[config.mk]
export PLATFORM = sky130hd
export DESIGN_NAME = sr_mem_arbiter
export DESIGN_NICKNAME = d
export VERILOG_FILES = /design/src/rtl/sr_mem_arbiter.sv
export SDC_FILE = /design/constraint.sdc
export NUM_CORES = 1
export LEC_CHECK = 0
export CORE_AREA = 3 3 127 129
export CTS_BUF_LIST = sky130_fd_sc_hd__clkbuf_8
export DETAILED_ROUTE_END_ITERATION = 12
export DIE_AREA = 0 0 130 132
export HOLD_SLACK_MARGIN = 0.1
export SLEW_MARGIN = 40
export SYNTH_ARGS = -nofsm -noshare
export SYNTH_HDL_FRONTEND = slang
export SYNTH_SLANG_ARGS = --single-unit
[constraint.sdc]
create_clock -name clk -period 6.2 [get_ports clk]
set_clock_uncertainty 0.05 [all_clocks]
set_input_delay 1.86 -clock clk [delete_from_list [all_inputs] [get_ports clk]]
set_output_delay 1.86 -clock clk [all_outputs]
set_load 0.01 [all_outputs]
[src/rtl/sr_mem_arbiter.sv]
// sr_mem_arbiter
// ---------------------------------------------------------------------------
// Shares one valid/ready memory request channel and one valid/ready response
// channel between N_REQ requesters. It is meant to sit between several CPU
// cores and a single downstream memory port such as an AXI adapter.
//
// Arbitration is round-robin and only one transaction is outstanding at a
// time. Each request, read or write, gets exactly one response.
// A transaction passes through three states:
//   IDLE : choose the next requester, starting the search at ptr.
//   REQ  : the chosen requester's handshake is routed to the downstream port.
//   RESP : the downstream response is routed back to that requester.
// Only the control state (state, gnt, ptr) is registered. Payload and
// handshake paths are combinational, so nothing is buffered.
//
// Ports
//   clk, rst          clock and synchronous active-high reset
//   req_wr_i          per-requester write flag (1 = write, 0 = read)
//   req_addr_i        per-requester address; requester k is at
//                     [k*ADDR_WIDTH +: ADDR_WIDTH]
//   req_wdata_i       per-requester write data, sliced the same way
//   req_valid_i       per-requester request valid
//   req_ready_o       per-requester request accepted
//   resp_valid_o      per-requester response valid
//   resp_ready_i      per-requester ready for response
//   resp_rdata_o      response data shared by all requesters; qualified
//                     by resp_valid_o[k]
//   mem_*             downstream request/response channel
//
// Optional feature: define SR_MEM_ARB_STATS_EN to add these ports.
//   stats_clr_i       synchronous clear of all counters; wins over increment
//   gnt_cnt_o         N_REQ saturating 16-bit counters of completed responses,
//                     one per requester; requester k is at [k*16 +: 16]
// ---------------------------------------------------------------------------
module sr_mem_arbiter #(
  parameter int N_REQ      = 4,
  parameter int ADDR_WIDTH = 16,
  parameter int DATA_WIDTH = 32
) (
  input  logic                         clk,
  input  logic                         rst,
  input  logic [N_REQ-1:0]             req_wr_i,
  input  logic [N_REQ*ADDR_WIDTH-1:0]  req_addr_i,
  input  logic [N_REQ*DATA_WIDTH-1:0]  req_wdata_i,
  input  logic [N_REQ-1:0]             req_valid_i,
  output logic [N_REQ-1:0]             req_ready_o,
  output logic [N_REQ-1:0]             resp_valid_o,
  input  logic [N_REQ-1:0]             resp_ready_i,
  output logic [DATA_WIDTH-1:0]        resp_rdata_o,
  output logic                         mem_wr_o,
  output logic [ADDR_WIDTH-1:0]        mem_addr_o,
  output logic [DATA_WIDTH-1:0]        mem_wdata_o,
  output logic                         mem_req_valid_o,
  input  logic                         mem_req_ready_i,
  input  logic                         mem_resp_valid_i,
  output logic                         mem_resp_ready_o,
  input  logic [DATA_WIDTH-1:0]        mem_rdata_i
`ifdef SR_MEM_ARB_STATS_EN
  ,
  input  logic                         stats_clr_i,
  output logic [N_REQ*16-1:0]          gnt_cnt_o
`endif
);

  localparam int GW = $clog2(N_REQ);
  localparam logic [GW-1:0] LAST_IDX = GW'(N_REQ - 1);
  localparam logic [GW:0]   N_REQ_W  = (GW+1)'(N_REQ);

  typedef enum logic [1:0] {
    IDLE = 2'd0,
    REQ  = 2'd1,
    RESP = 2'd2
  } state_t;

  state_t        state_q, state_d;
  logic [GW-1:0] gnt_q, gnt_d;
  logic [GW-1:0] ptr_q, ptr_d;

  // Signals of the currently granted requester.
  logic                  sel_valid;
  logic                  sel_wr;
  logic [ADDR_WIDTH-1:0] sel_addr;
  logic [DATA_WIDTH-1:0] sel_wdata;
  logic                  sel_resp_ready;
  logic [N_REQ-1:0]      gnt_onehot;

  // Round-robin search result.
  logic                  arb_found;
  logic [GW-1:0]         arb_winner;
  logic [GW:0]           arb_cand;

  logic                  resp_hs;

  // --- Granted-requester select -------------------------------------------
  always_comb begin
    sel_valid      = 1'b0;
    sel_wr         = 1'b0;
    sel_addr       = '0;
    sel_wdata      = '0;
    sel_resp_ready = 1'b0;
    gnt_onehot     = '0;
    for (int k = 0; k < N_REQ; k++) begin
      if (gnt_q == GW'(k)) begin
        sel_valid      = req_valid_i[k];
        sel_wr         = req_wr_i[k];
        sel_addr       = req_addr_i[k*ADDR_WIDTH +: ADDR_WIDTH];
        sel_wdata      = req_wdata_i[k*DATA_WIDTH +: DATA_WIDTH];
        sel_resp_ready = resp_ready_i[k];
        gnt_onehot[k]  = 1'b1;
      end
    end
  end

  // --- Round-robin search -------------------------------------------------
  // Candidates are visited in the order ptr, ptr+1, ... modulo N_REQ. One
  // extra bit of width keeps ptr+i from overflowing before the wrap, which
  // matters when N_REQ is not a power of two.
  always_comb begin
    arb_found  = 1'b0;
    arb_winner = '0;
    arb_cand   = '0;
    for (int i = 0; i < N_REQ; i++) begin
      arb_cand = {1'b0, ptr_q} + (GW+1)'(i);
      if (arb_cand >= N_REQ_W) begin
        arb_cand = arb_cand - N_REQ_W;
      end
      if (!arb_found && req_valid_i[arb_cand[GW-1:0]]) begin
        arb_found  = 1'b1;
        arb_winner = arb_cand[GW-1:0];
      end
    end
  end

  assign resp_hs = (state_q == RESP) && mem_resp_valid_i && sel_resp_ready;

  // --- Next state and outputs ---------------------------------------------
  always_comb begin
    state_d          = state_q;
    gnt_d            = gnt_q;
    ptr_d            = ptr_q;
    req_ready_o      = '0;
    resp_valid_o     = '0;
    resp_rdata_o     = '0;
    mem_wr_o         = 1'b0;
    mem_addr_o       = '0;
    mem_wdata_o      = '0;
    mem_req_valid_o  = 1'b0;
    mem_resp_ready_o = 1'b0;

    case (state_q)
      IDLE: begin
        if (arb_found) begin
          gnt_d   = arb_winner;
          state_d = REQ;
        end
      end

      REQ: begin
        mem_req_valid_o = sel_valid;
        mem_wr_o        = sel_wr;
        mem_addr_o      = sel_addr;
        mem_wdata_o     = sel_wdata;
        req_ready_o     = gnt_onehot & {N_REQ{mem_req_ready_i}};
        // A requester that drops valid before acceptance breaks the
        // protocol. Give up the grant without advancing ptr, so the same
        // requester keeps priority if it asks again.
        if (!sel_valid) begin
          state_d = IDLE;
        end else if (mem_req_ready_i) begin
          state_d = RESP;
        end
      end

      RESP: begin
        resp_valid_o     = gnt_onehot & {N_REQ{mem_resp_valid_i}};
        mem_resp_ready_o = sel_resp_ready;
        resp_rdata_o     = mem_rdata_i;
        if (resp_hs) begin
          state_d = IDLE;
          ptr_d   = (gnt_q == LAST_IDX) ? '0 : gnt_q + GW'(1);
        end
      end

      default: begin
        state_d = IDLE;
      end
    endcase

    // Outputs stay quiet for the whole reset cycle, even if reset arrives
    // in the middle of a transaction.
    if (rst) begin
      req_ready_o      = '0;
      resp_valid_o     = '0;
      resp_rdata_o     = '0;
      mem_wr_o         = 1'b0;
      mem_addr_o       = '0;
      mem_wdata_o      = '0;
      mem_req_valid_o  = 1'b0;
      mem_resp_ready_o = 1'b0;
    end
  end

  // --- Control registers --------------------------------------------------
  always_ff @(posedge clk) begin
    if (rst) begin
      state_q <= IDLE;
      gnt_q   <= '0;
      ptr_q   <= '0;
    end else begin
      state_q <= state_d;
      gnt_q   <= gnt_d;
      ptr_q   <= ptr_d;
    end
  end

`ifdef SR_MEM_ARB_STATS_EN
  // --- Completion counters ------------------------------------------------
  logic [N_REQ-1:0][15:0] cnt_q, cnt_d;

  always_comb begin
    cnt_d = cnt_q;
    if (stats_clr_i) begin
      cnt_d = '0;
    end else if (resp_hs) begin
      for (int k = 0; k < N_REQ; k++) begin
        if (gnt_q == GW'(k) && cnt_q[k] != 16'hFFFF) begin
          cnt_d[k] = cnt_q[k] + 16'd1;
        end
      end
    end
  end

  always_ff @(posedge clk) begin
    if (rst) begin
      cnt_q <= '0;
    end else begin
      cnt_q <= cnt_d;
    end
  end

  assign gnt_cnt_o = cnt_q;
`endif

endmodule

==> run metrics <==
Distinct cells, synth=40; WP buf/inv=3; CP Capture Type=output pin; Layout Area Growth over Synthesis=162%; placed instance count=829; ys flop type=dfxtp_1; data required time of the critical path=4.29 ns; Die Wd=130 µm; DIE HEIGHT=~130 µm; met3 wire len=~1.5 mm; initial antenna violation count=0; clock-pin slew on the worst setup and hold paths=about 0.040 ns; Crit Reg-Reg Endpoint=state_q[1]; R2R depth=7; share of cells above drive strength 1=3.42%; core area=15100 µm²; Critical Path Source Type=primary input; PD cells=86.9 nW/µm²; CTS tree=yes; detailed placement HPWL=12.2 mm; I/O Buffers=330; Post-Synthesis Cells=between 300 and 400; largest net degree at the start of global routing=56; crit-path cells=clkdlybuf4s50_1 > nor3b_2 > and2b_2 > buf_4 > a22o_1 > clkdlybuf4s50_1; Initial Util=14.3%; leakage power=2.11 nW; fin. max-slew vios=0; I/O pins=approximately 330; Data arrival, critical path=3.92 ns; crit-path leading delay family=buffers and inverters; commonest non-fill, non-tap cell in the layout=clkdlybuf4s50_1; Die ar.=17200 µm²; vias in the first global route=4059; DR iter-0 viols=125; Root Buffer=clkbuf_8; commonest cells after routing, fill and taps aside=329 x clkdlybuf4s50_1, 52 x nand2_1, 49 x a22oi_1, 49 x o21ai_0, 49 x a22o_1; worst hold stages=2; mean post-synth cell area=about 6.4 µm²; syn_nets=585; Post-Layout Cell Count=~830; First-pass DRT Iterations=4; fill count=1544; FP Rows=45; Residual DRC=0; worst skew pair latency=0.23 ns; met2 wire length=7.78 mm; slew of the pin with the lowest slew margin=0.684 ns; Max Cap Viol=0; CP peak stage delay=0.55 ns; worst min path class=reg -> reg; Placer Congestion=0.829; Final setup viols=0; post-CTS resize count=0; fin crit share=94.0%; CTS Buffer Depth=2; RSZ-0062 raised after global routing=false; R2R Setup Slk=3.70 ns; worst reg2reg startpoint=gnt_q[0]; global-route wire length before repair=around 22 mm; n_diodes=0; vias per cell=4.69; Via Count=3898; critical path fanouts, max=33; WL/cell=18.0 µm; clock sinks=6; fraction of registers with async set/reset=0%; Top Layer Used=met4; Post-CTS Setup Inserts=0; Max H-tree Level=1; Worst slew margin=54.3%; Post-Syn Area=2170 µm²; TritonCTS buffer count=3; fmax=172 MHz; post-route ant nets=0; Routed WL=roughly 15 mm; Setup CP Type=in -> out; nets=890; status=completed; final global-route overflow total=0; hold buffer count at cts=0; maximum VDD drop=0.0000461 V; hold_sp=gnt_q[0]; Worst Hold End=gnt_q[0]; Post-Route M1 WL=5.48 mm; Hold Vio Cnt, Final=0; cell mode on critical path=clkdlybuf4s50_1; min cycle time layout=5.83 ns; Post-synth EDFFs=0; sequential area share after synthesis=5.53%; Yosys Warn Count=0; #FFs+latches synth=6; Slowest-stage cell, CP=clkdlybuf4s50_1; GRT Resource Usage Total=15.9%; Setup TNS=0 ns
worst max path at each step:
stage,startpoint,endpoint,slack (ns),cells after the start
floorplan,rst,mem_addr_o[10],1.41,6
global placement,rst,mem_wdata_o[25],0.49,6
detailed placement,rst,mem_wdata_o[25],0.38,6
CTS,rst,mem_wdata_o[25],0.37,6
global route,rst,mem_wdata_o[25],0.27,6
finish,rst,mem_wdata_o[25],0.37,6
sequential cells by signal (all words and copies together), names as in the netlist:
signal   count
state_q      2
ptr_q        2
gnt_q        2
stage by stage:
step                      hold slack [ns]  power, mW  utilization (%)  setup WS (ns)  cell area (µm²)
after CTS                           0.484      0.501             37.6          0.375             5690
after global placement              0.470      0.429             37.2          0.487             5630
after global routing                0.511      0.534             37.6          0.270             5690
final                               0.475      0.495             37.6          0.371             5690
after floorplan                     0.419      0.192                -           1.41             2170
after detailed placement            0.479      0.436             37.3          0.381             5650
final cells by class:
class | instances | area [µm²] | share of cell area, %
clock buffer | 3 | 41.3 | 0.725
timing repair buffer | 339 | 3390 | 59.6
multi-input combinational | 290 | 1880 | 33.0
tap | 188 | 235 | 4.13
inverter | 6 | 22.5 | 0.396
sequential | 6 | 120 | 2.11
worst reg2reg max path: cells and delay by family, from the launching register on:
kind	cells	cell delay, ns
AOI/OAI and AO/OA	3	0.54
and+or+nand+nor	1	0.62
buffers and inverters	2	0.59
adders and majority gates	1	0.26
DFF	1	0.35
kinds of logic (layout without fill, tap and decap cells):
logic type,count (synthesis),count (layout),synth area share [%]
buffers and inverters,45,348,8.93
DFF,6,6,5.53
muxes,2,2,0.980
adders and majority gates,4,4,2.31
AOI/OAI and AO/OA,164,164,53.3
and+or+nand+nor,120,120,29.0
synth_stat cells (all sizes together) (2+ instances only):
master | n | area, µm²
nand2 | 52 | 195
a22o | 49 | 429
a22oi | 49 | 368
o21ai | 49 | 245
and2 | 33 | 206
clkbuf | 23 | 86.3
buf | 16 | 85.1
a21oi | 8 | 40.0
and3 | 8 | 50.1
dfxtp | 6 | 120
inv | 6 | 22.5
nor2 | 5 | 18.8
ha | 4 | 50.1
a211oi | 3 | 22.5
nor3 | 3 | 15.0
nor3b | 3 | 27.5
a211o | 2 | 17.5
and2b | 2 | 15.0
nand2b | 2 | 12.5
nor2b | 2 | 12.5
per-layer routing:
layer	vias up	GRT usage [%]
met5	-	0
met4	0	3.41
met3	19	4.38
met2	231	30.5
met1	1758	16.9
li1	1890	-
where the power goes:
group	switching [mW]	total, mW	internal [mW]
clock	0.0206	0.0627	0.0420
combinational	0.150	0.387	0.237
sequential	0.00369	0.0449	0.0412
total	0.174	0.495	0.321
Note: power is estimated with default switching activity, not from simulation.
